==> config.mk <==
export PLATFORM = sky130hd
export DESIGN_NAME = counter_run_control
export DESIGN_NICKNAME = d
export VERILOG_FILES = /design/src/rtl/counter_run_control_pkg.sv /design/src/rtl/counter_run_control_button_debounce.sv /design/src/rtl/counter_run_control.sv
export SDC_FILE = /design/constraint.sdc
export NUM_CORES = 1
export LEC_CHECK = 0
export ABC_AREA = 1
export BUFFER_PORTS_ARGS = -buffer_cell sky130_fd_sc_hd__buf_2
export CAP_MARGIN = 40
export CORE_ASPECT_RATIO = 1.25
export CORE_MARGIN = 5
export CORE_UTILIZATION = 39
export DETAILED_ROUTE_END_ITERATION = 12
export HOLD_SLACK_MARGIN = 0.03
export MAX_ROUTING_LAYER = met4
export PLACE_DENSITY = 0.63
export SYNTH_ARGS = -nofsm -noshare
export SYNTH_HDL_FRONTEND = slang
export SYNTH_SLANG_ARGS = --single-unit
==> constraint.sdc <==
create_clock -name input_clock1_1 -period 1.62 [get_ports input_clock1_1]
set_input_delay 0.162 -clock input_clock1_1 [delete_from_list [all_inputs] [get_ports input_clock1_1]]
set_output_delay 0.162 -clock input_clock1_1 [all_outputs]
set_load 0.005 [all_outputs]
==> src/rtl/counter_run_control_pkg.sv <==
// Shared types and constants for the counter run/step control stage.
package counter_run_control_pkg;

  typedef enum logic [1:0] {
    IDLE_LOW,
    WAIT_HIGH,
    HELD_HIGH,
    WAIT_LOW
  } db_state_e;

  localparam int unsigned DIV_DEFAULT             = 4;
  localparam int unsigned DEBOUNCE_CYCLES_DEFAULT = 8;

  // Width needed to hold 0..value-1; never less than one bit.
  function automatic int unsigned clog2(input int unsigned value);
    int unsigned width;
    longint unsigned span;
    width = 0;
    span  = 1;
    while (span < longint'(value)) begin
      span  = span << 1;
      width = width + 1;
    end
    if (width == 0) width = 1;
    return width;
  endfunction

endpackage

==> src/rtl/counter_run_control_button_debounce.sv <==
// Two-flop synchronizer plus level-change debounce FSM for one push button.
module button_debounce
  import counter_run_control_pkg::*;
#(
  parameter int unsigned DEBOUNCE_CYCLES = DEBOUNCE_CYCLES_DEFAULT
) (
  input  logic clk,
  input  logic rst,
  input  logic btn_raw,
  output logic accept
);

  localparam int unsigned     CW       = clog2(DEBOUNCE_CYCLES);
  localparam logic [CW-1:0]   CNT_LAST = CW'(DEBOUNCE_CYCLES - 1);

  logic          sync1_q, sync2_q;
  db_state_e     state_q, state_d;
  logic [CW-1:0] cnt_q, cnt_d;
  logic          accept_d;

  always_comb begin
    state_d  = state_q;
    cnt_d    = cnt_q;
    accept_d = 1'b0;
    case (state_q)
      IDLE_LOW: begin
        if (sync2_q) begin
          state_d = WAIT_HIGH;
          cnt_d   = '0;
        end
      end
      WAIT_HIGH: begin
        if (!sync2_q) begin
          state_d = IDLE_LOW;
          cnt_d   = '0;
        end else if (cnt_q == CNT_LAST) begin
          state_d  = HELD_HIGH;
          cnt_d    = '0;
          accept_d = 1'b1;
        end else begin
          cnt_d = cnt_q + 1'b1;
        end
      end
      HELD_HIGH: begin
        if (!sync2_q) begin
          state_d = WAIT_LOW;
          cnt_d   = '0;
        end
      end
      WAIT_LOW: begin
        if (sync2_q) begin
          state_d = HELD_HIGH;
          cnt_d   = '0;
        end else if (cnt_q == CNT_LAST) begin
          state_d = IDLE_LOW;
          cnt_d   = '0;
        end else begin
          cnt_d = cnt_q + 1'b1;
        end
      end
      default: begin
        state_d = IDLE_LOW;
        cnt_d   = '0;
      end
    endcase
  end

  always_ff @(posedge clk) begin
    if (rst) begin
      sync1_q <= 1'b0;
      sync2_q <= 1'b0;
      state_q <= IDLE_LOW;
      cnt_q   <= '0;
    end else begin
      sync1_q <= btn_raw;
      sync2_q <= sync1_q;
      state_q <= state_d;
      cnt_q   <= cnt_d;
    end
  end

  // Strobe on the accepting edge; the parent registers it so run can toggle together with the press pulse.
  assign accept = accept_d;

endmodule

==> src/rtl/counter_run_control.sv <==
// Run/stop and single-step control: debounced buttons, run state, tick prescaler.
module counter_run_control
  import counter_run_control_pkg::*;
#(
  parameter int unsigned DIV             = DIV_DEFAULT,
  parameter int unsigned DEBOUNCE_CYCLES = DEBOUNCE_CYCLES_DEFAULT
) (
  input  logic input_clock1_1,
  input  logic input_reset_1,
  input  logic input_push_button_run,
  input  logic input_push_button_step,
  output logic output_tick,
  output logic output_run,
  output logic output_press_run,
  output logic output_press_step
);

  localparam int unsigned   PW         = clog2(DIV);
  localparam logic [PW-1:0] PRESC_LAST = PW'(DIV - 1);

  logic          run_accept, step_accept;
  logic          run_q, run_d;
  logic          press_run_q, press_step_q;
  logic [PW-1:0] presc_q, presc_d;

  button_debounce #(.DEBOUNCE_CYCLES(DEBOUNCE_CYCLES)) u_run_db (
    .clk     (input_clock1_1),
    .rst     (input_reset_1),
    .btn_raw (input_push_button_run),
    .accept  (run_accept)
  );

  button_debounce #(.DEBOUNCE_CYCLES(DEBOUNCE_CYCLES)) u_step_db (
    .clk     (input_clock1_1),
    .rst     (input_reset_1),
    .btn_raw (input_push_button_step),
    .accept  (step_accept)
  );

  // Prescaler only counts while run is steady high; both run edges restart it at 0.
  always_comb begin
    run_d   = run_q ^ run_accept;
    presc_d = '0;
    if (run_q && run_d) begin
      presc_d = (presc_q == PRESC_LAST) ? '0 : presc_q + 1'b1;
    end
  end

  always_ff @(posedge input_clock1_1) begin
    if (input_reset_1) begin
      run_q        <= 1'b0;
      press_run_q  <= 1'b0;
      press_step_q <= 1'b0;
      presc_q      <= '0;
    end else begin
      run_q        <= run_d;
      press_run_q  <= run_accept;
      press_step_q <= step_accept;
      presc_q      <= presc_d;
    end
  end

  assign output_tick       = (run_q && (presc_q == PRESC_LAST)) || (!run_q && press_step_q);
  assign output_run        = run_q;
  assign output_press_run  = press_run_q;
  assign output_press_step = press_step_q;

endmodule

# Yosys cells after proc, flatten, opt, wreduce, memory -nomap -nowiden
# Index checks and enable logic that the tools add are counted.
# Widths: inputs -> output; s select.
[op_classes] add_sub_neg=3 n_eq_ne=17 n_mux=30 bitwise_logic=4 n_reduce_logical=13
[op_table] cell="$mux 3" count=10
[op_table] cell="$mux 2" count=12
[op_table] cell="$pmux 3 s4" count=2
[op_table] cell="$pmux 2 s4" count=2
[op_table] cell="$eq 2x2->1 const B" count=5
[op_table] cell="$reduce_and 4->1" count=2
[op_table] cell="$add 3x1->3 const B" count=2
[op_table] cell="$eq 3x3->1 const B" count=2
[op_table] cell="$ne 3x1->1 const B" count=2
[op_table] cell="$ne 3x3->1 const B" count=2
[op_table] cell="$reduce_or 3->1" count=2
[op_table] cell="$eq 2x1->1 const B" count=2
[op_table] cell="$logic_not 2->1" count=2
[op_table] cell="$mux 1" count=4
[op_table] cell="$ne 2x1->1 const B" count=2
[op_table] cell="$ne 2x2->1 const B" count=2
[op_table] cell="$reduce_and 2->1" count=2
[op_table] cell="$logic_and 1x1->1" count=3
[op_table] cell="$not 1->1" count=3
[op_table] cell="$add 2x1->2 const B" count=1
[op_table] cell="$logic_not 1->1" count=1
[op_table] cell="$logic_or 1x1->1" count=1
[op_table] cell="$xor 1x1->1" count=1
[word_totals] regBits=19 wordCells=79

# Longest topological paths before layout
# Gate-level depths: netlist of run 1.
[depth] ltp_word=8 ltp_mapped=8

# Cells and area by module
# A second synthesis of run 1 with hierarchy kept.
[unflattened] hier_cells=96 area_unflattened_um2=774.5
[by_module_without_submodules] mod="button_debounce" n_inst=2 cells_each=38 area_each_um2=296.5 seq_area_each_um2=140.1
[by_module_without_submodules] mod="counter_run_control" n_inst=1 cells_each=20 area_each_um2=181.4 seq_area_each_um2=100.1

# Least setup slack after synthesis of run 1
# OpenSTA, ideal clock, no wires.
[synth_path] kind="input-to-reg" startpoint="input u_run_db.cnt_q[0]" endpoint="register run_q, in the netlist output_run" setup_ns=0.129 arrival_time_ns=1.102 required_ns=1.491 setup_slack_ns=0.389 cell_stages=8 path_buffers=0 path_cell_list="dfxtp_1 -> ha_1 -> ha_1 -> nand2_1 -> inv_1 -> nand3_1 -> ha_1 -> nor2_1"
[synth_between] elab_chain_len=5
[synth_lines] item="from (decl)" line="counter_run_control_button_debounce.sv:18" source="logic [CW-1:0] cnt_q, cnt_d;"
[synth_lines] item="$eq 3x3->1" line="counter_run_control_button_debounce.sv:36" source="end else if (cnt_q == CNT_LAST) begin"
[synth_lines] item="$mux 1" line="counter_run_control_button_debounce.sv:36"
[synth_lines] item="$mux 1" line="counter_run_control_button_debounce.sv:33" source="if (!sync2_q) begin"
[synth_lines] item="$mux 1" line="counter_run_control_button_debounce.sv:25" source="case (state_q)"
[synth_lines] item="$xor 1x1->1" line="counter_run_control.sv:42" source="run_d = run_q ^ run_accept;"
[synth_lines] item="to (signal assigned)" line="counter_run_control.sv:56" source="run_q <= run_d;"
[synth_lines] item="to (decl)" line="counter_run_control.sv:22" source="logic run_q, run_d;"
# Every way passes these cells.
# A chain may end at the register's enable or synchronous reset.

==> results of run 1 <==
==> logic make-up after synthesis <==
family	count (synthesis)	share of synthesized area [%]
AO/OA/AOI/OAI	12	8.60
adder cells (fa/ha/maj)	6	9.74
buffers and inverters	17	8.28
flip-flops	19	49.4
AND/OR/NAND/NOR	44	24.0
==> worst min-delay path, cell delays in order <==
cell and delay (ns):
buf_2 0.09, inv_1 0.04, nor2_1 0.03
==> power by group through the flow <==
stage	clock, mW	sequential, mW	combinational (mW)
final	0.233	0.483	0.0394
after global placement	0	0.493	0.0383
after global routing	0.265	0.485	0.0468
after detailed placement	0	0.493	0.0396
after floorplan	0	0.491	0.0303
after CTS	0.247	0.483	0.0394
==> final cells by class <==
class,instances,area share (%)
Multi-Input combinational cell,62,38.3
Sequential cell,19,44.6
Clock buffer,4,3.08
Tap cell,20,2.93
Timing Repair Buffer,7,4.11
Inverter,16,7.04
==> final timing paths <==
check,start,end,slack [ns],cells after the start
setup reg to reg,u_step_db.cnt_q[0],register,0.30,8
hold reg to reg,u_step_db.sync1_q,u_step_db.sync2_q,0.41,2
hold / removal,input_push_button_step,u_step_db.sync1_q,0.06,3
setup / recovery,u_step_db.cnt_q[0],register,0.30,8
==> cell usage after synthesis, drive strengths merged <==
library cell,number
nand3,6
nand2,20
nor4,1
nor2,16
dfxtp,19
a21oi,7
clkbuf,1
inv,16
a31oi,2
nand4,1
o21ai,3
ha,6
==> metal layers <==
| layer | vias to the layer above | global-route usage [%] | part of all wire, % |
|---|---|---|---|
| met3 | 2 | 2.49 | 6.2 |
| li1 | 333 | - | - |
| met1 | 272 | 10.6 | 44 |
| met2 | 11 | 17.8 | 49 |
| met4 | 0 | 8.61 | 1.5 |
| met5 | - | - | 0 |
==> out/qor.yml, run 1 <==
outcome:
  status: "finished clean"
route:
  routed_wl_um: 1240
  post_drt_wl_per_cell_um: 9.67
  dr_total_vias: 618
  viasPerCell: 4.83
  drt_iter0_markers: 12
  drc: 0
  firstDrtPassIters: 4
  ant_nets: 0
worst_setup_path:
  crit_path_cell_trace: "ha_1, ha_1, nor2_1, nand3_1, nand2_1, nand2_1, nand2_1, nor2_1"
  path_delay_family: "simple AND/OR/NAND/NOR gates"
  cpPeakStageDelay_ns: 0.34
  crit_fanout: 3
  endpoint_kind: "register"
  crit_path_frequent_cell: "nand2_1"
  crit_buf_inv: 0
  crit_slowest_cell: "dfxtp_1"
  critPathKind: "register to register"
  cp.arrival_ns: 1.52
  crit_required_ns: 1.82
  start_kind: "register"
finish:
  mostFrequentLayoutCells: "dfxtp_1, nand2_1, inv_1"
  final_area_um2: 853
  diodes: 0
  drive_above_1_share_pct: 13.0
  area_growth_pct: 10.7
  regArea_um2: 380
  fillers: 206
  utilization_pct: 44.1
  layout_commonest_cell: "dfxtp_1"
  final_net_count: 119
  fin_cells: 128
  multiInputGateArea_um2: 327
sta:
  fmax_ghz: 0.756
  rsz0062_at_grt: "false"
  max_slew.worst_pin.slew_ns: 0.235
  holdWs_ns: 0.0632
  setup_viol: 0
  setup_tns_ns: 0
  slew_headroom_pct: 84.2
  finalWorstSetupSlack_ns: 0.297
  final-hold-violation-count: 0
  layout_min_cycle_time_ns: 1.32
  finalClockSkew_ns: 0.00287
  fin_crit_sh_pct: 81.6
  drv_slew: 0
power:
  p_seq_share_pct: 63.9
  internal_power_uw: 585
  p_leak_nw: 0.407
  p_switching_uw: 170
  ir_worst_vdd_mv: 0.396
  power.density_nw_per_um2: 885
  p_sw_share_pct: 22.6
  p_total_uw: 755
  p_clk_share_pct: 30.9
  combPwrFrac_pct: 5.2
yosys:
  ys_types: 16
  synth_nets: 108
  yosysTopAreaCellShare_pct: 49.4
  synth.area.top_cells: "dfxtp_1, ha_1, nand2_1, inv_1, nor2_1"
  ys_ff_latch: 19
  synth_warnings: 0
  syn_inst: 98
  yosysTopAreaCell: "dfxtp_1"
  syn_area_um2: 771
  ys_seq_area_share_pct: 49.4
  synth_area_per_cell_um2: 7.86
place:
  dp_hpwl_um: 943
  pre_cts_slack_ns: 0.313
  dp_cells: 124
  numPortBuffers: 7
  placed_area_um2: 827
  gp_congestion: 0.766
clock_tree:
  clkSinkCount: 19
  root_buffer: "clkbuf_4"
  htreeDepth: 1
  numCtsBuffers: 3
  clk_latency_ns: 0.29
  tritoncts: "yes"
  path_clk_slew_ns: 0.10
  clockBufferDepth: 2
  ctsHoldBuffers: 0
  postCtsSetupRepairBufs: 0
  cts_resized: 0
global_routing:
  antenna_found_initial: 0
  grt_usage_pct: 10.7
  grt_pass1_wl_um: 2370
  grt_overflow: 0
  grt_max_degree: 12
  grt_pass1_vias: 615
floorplan:
  core_um2: 1940
  die-area_um2: 2970
  start_util_pct: 39.8
  fp.dieH_um: 59.7
  die_width_um: 49.8
  rows: 18
  ios: 8
min_path:
  holdCritPathClass: "input port to register"
flow_run:
  maxCapViolCount: 0
No activity file was read; power rests on OpenSTA's default activity.
==> run 2, diff against run 1 <==
- PLACE_DENSITY: 0.63 -> 0.65
- clock period: 1.62 -> 1.07 ns (I/O delays scaled with it)
==> out/qor.yml, run 2 (synthesized netlist as in run 1, its figures left out) <==
power:
  p_seq_share_pct: 61.0
  p_leak_nw: 0.461
  power.density_nw_per_um2: 1070
  combPwrFrac_pct: 8.6
  p_sw_share_pct: 24.5
  p_clk_share_pct: 30.4
  p_switching_uw: 292
  ir_worst_vdd_mv: 0.609
  internal_power_uw: 903
worst_setup_path:
  path_delay_family: "adder cells"
  critPathKind: "register to register"
  endpoint_kind: "register"
  crit_path_cell_trace: "ha_4, ha_4, nand2_2, inv_2, nand3_2, ha_4, nor2_2"
  cpPeakStageDelay_ns: 0.37
  cp.arrival_ns: 1.42
  crit_required_ns: 1.28
  crit_fanout: 2
  crit_slowest_cell: "dfxtp_2"
  crit_buf_inv: 1
  start_kind: "register"
  crit_path_frequent_cell: "ha_4"
sta:
  finalWorstSetupSlack_ns: -0.140
  layout_min_cycle_time_ns: 1.21
  finalClockSkew_ns: 0.00129
  slew_headroom_pct: 80.8
  setup_viol: 10
  fmax_ghz: 0.827
  max_slew.worst_pin.slew_ns: 0.286
  setup_tns_ns: -0.652
  drv_slew: 0
  fin_crit_sh_pct: 113
  final-hold-violation-count: 0
  holdWs_ns: 0.126
  rsz0062_at_grt: "true"
floorplan:
  die-area_um2: 2970
  core_um2: 1940
  die_width_um: 49.8
  rows: 18
  start_util_pct: 39.8
  fp.dieH_um: 59.7
  ios: 8
global_routing:
  grt_pass1_vias: 644
  grt_usage_pct: 11.5
  antenna_found_initial: 0
  grt_max_degree: 12
  grt_pass1_wl_um: 2550
  grt_overflow: 0
route:
  routed_wl_um: 1610
  post_drt_wl_per_cell_um: 11.5
  ant_nets: 0
  viasPerCell: 4.76
  drc: 0
  drt_iter0_markers: 9
  firstDrtPassIters: 4
  dr_total_vias: 666
place:
  dp_hpwl_um: 999
  numPortBuffers: 7
  gp_congestion: 0.789
  dp_cells: 129
flow_run:
  maxCapViolCount: 0
outcome:
  status: "complete, but fails checks"
  violations: "negative setup slack"
clock_tree:
  clkSinkCount: 19
  tritoncts: "yes"
  clockBufferDepth: 2
  path_clk_slew_ns: 0.11
  numCtsBuffers: 3
  htreeDepth: 1
  root_buffer: "clkbuf_4"
  clk_latency_ns: 0.30
finish:
  layout_commonest_cell: "nand2_1"
  fillers: 163
  final_net_count: 131
  utilization_pct: 57.5
  fin_cells: 140
  drive_above_1_share_pct: 50.0
  diodes: 0
  area_growth_pct: 44.5
  mostFrequentLayoutCells: "nand2_1, inv_1, nor2_1"
min_path:
  holdCritPathClass: "input port to register"
run 2: cell types whose count changed in the layout (fill, tap and decap cells not counted), moves of 4 or more:
cell,delta
buf_4,+10
dfxtp_1,-10
nand3_1,-5
nand2_1,-4
nand3_2,+5
dfxtp_2,+9
ha_1,-6
nand2_2,+4
ha_4,+6
run 2: power groups by stage:
stage                     logic (mW)  registers [mW]  clock network (mW)
after floorplan               0.0472           0.745                   0
after global placement        0.0750           0.744                   0
after detailed placement      0.0757           0.745                   0
after CTS                     0.0874           0.729               0.383
after global routing           0.114           0.731               0.415
final                          0.103           0.729               0.363
run 2: per-layer routing:
| metal | GRT usage, % | share of wire (%) | vias up |
|---|---|---|---|
| met1 | 11.4 | 40 | 302 |
| met4 | 5.62 | 0.75 | 0 |
| li1 | - | - | 353 |
| met3 | 2.49 | 3.5 | 2 |
| met2 | 21.1 | 55 | 9 |
| met5 | - | 0 | - |
run 2: worst register-to-register path, delay by kind of cell, from the launching register on:
kind | cells | cell delay (ns)
adder cells (fa/ha/maj) | 3 | 0.53
buffers and inverters | 1 | 0.06
flip-flops | 1 | 0.37
AND/OR/NAND/NOR | 3 | 0.15
run 2: layout make-up:
type / count / area (um^2) / share of cell area [%]
Tap cell: 20 / 25.0 / 2.25
Timing Repair Buffer: 19 / 130 / 11.7
Sequential cell: 19 / 395 / 35.5
Clock buffer: 3 / 22.5 / 2.02
Clock inverter: 1 / 5.00 / 0.449
Multi-Input combinational cell: 62 / 475 / 42.7
Inverter: 16 / 60.1 / 5.39
run 2: worst paths after layout:
kind                            slack (ns)                 to              start  cells past startpoint
worst min register to register        0.40  u_step_db.sync2_q  u_step_db.sync1_q                      2
worst min-delay path                  0.13  u_run_db.cnt_q[1]      input_reset_1                      3
worst max-delay path                 -0.14         output_run  u_run_db.cnt_q[1]                      7
worst max register to register       -0.14         output_run  u_run_db.cnt_q[1]                      7
run 2: stage by stage:
| stage | power, mW | instance area, um^2 | setup slack [ns] |
|---|---|---|---|
| after detailed placement | 0.820 | 930 | -0.148 |
| after global routing | 1.26 | 1110 | -0.194 |
| after CTS | 1.20 | 1040 | -0.146 |
| after floorplan | 0.792 | 836 | -0.0932 |
| final | 1.20 | 1110 | -0.140 |
| after global placement | 0.819 | 930 | -0.108 |
run 2: what timing repair did:
item	in CTS	in global routing
gates resized for setup	13	15
endpoints found under the setup margin	6	13
pin swaps	7	6
setup buffers	2	3
hold buffers	2	0
hold endpoints to repair	2	0
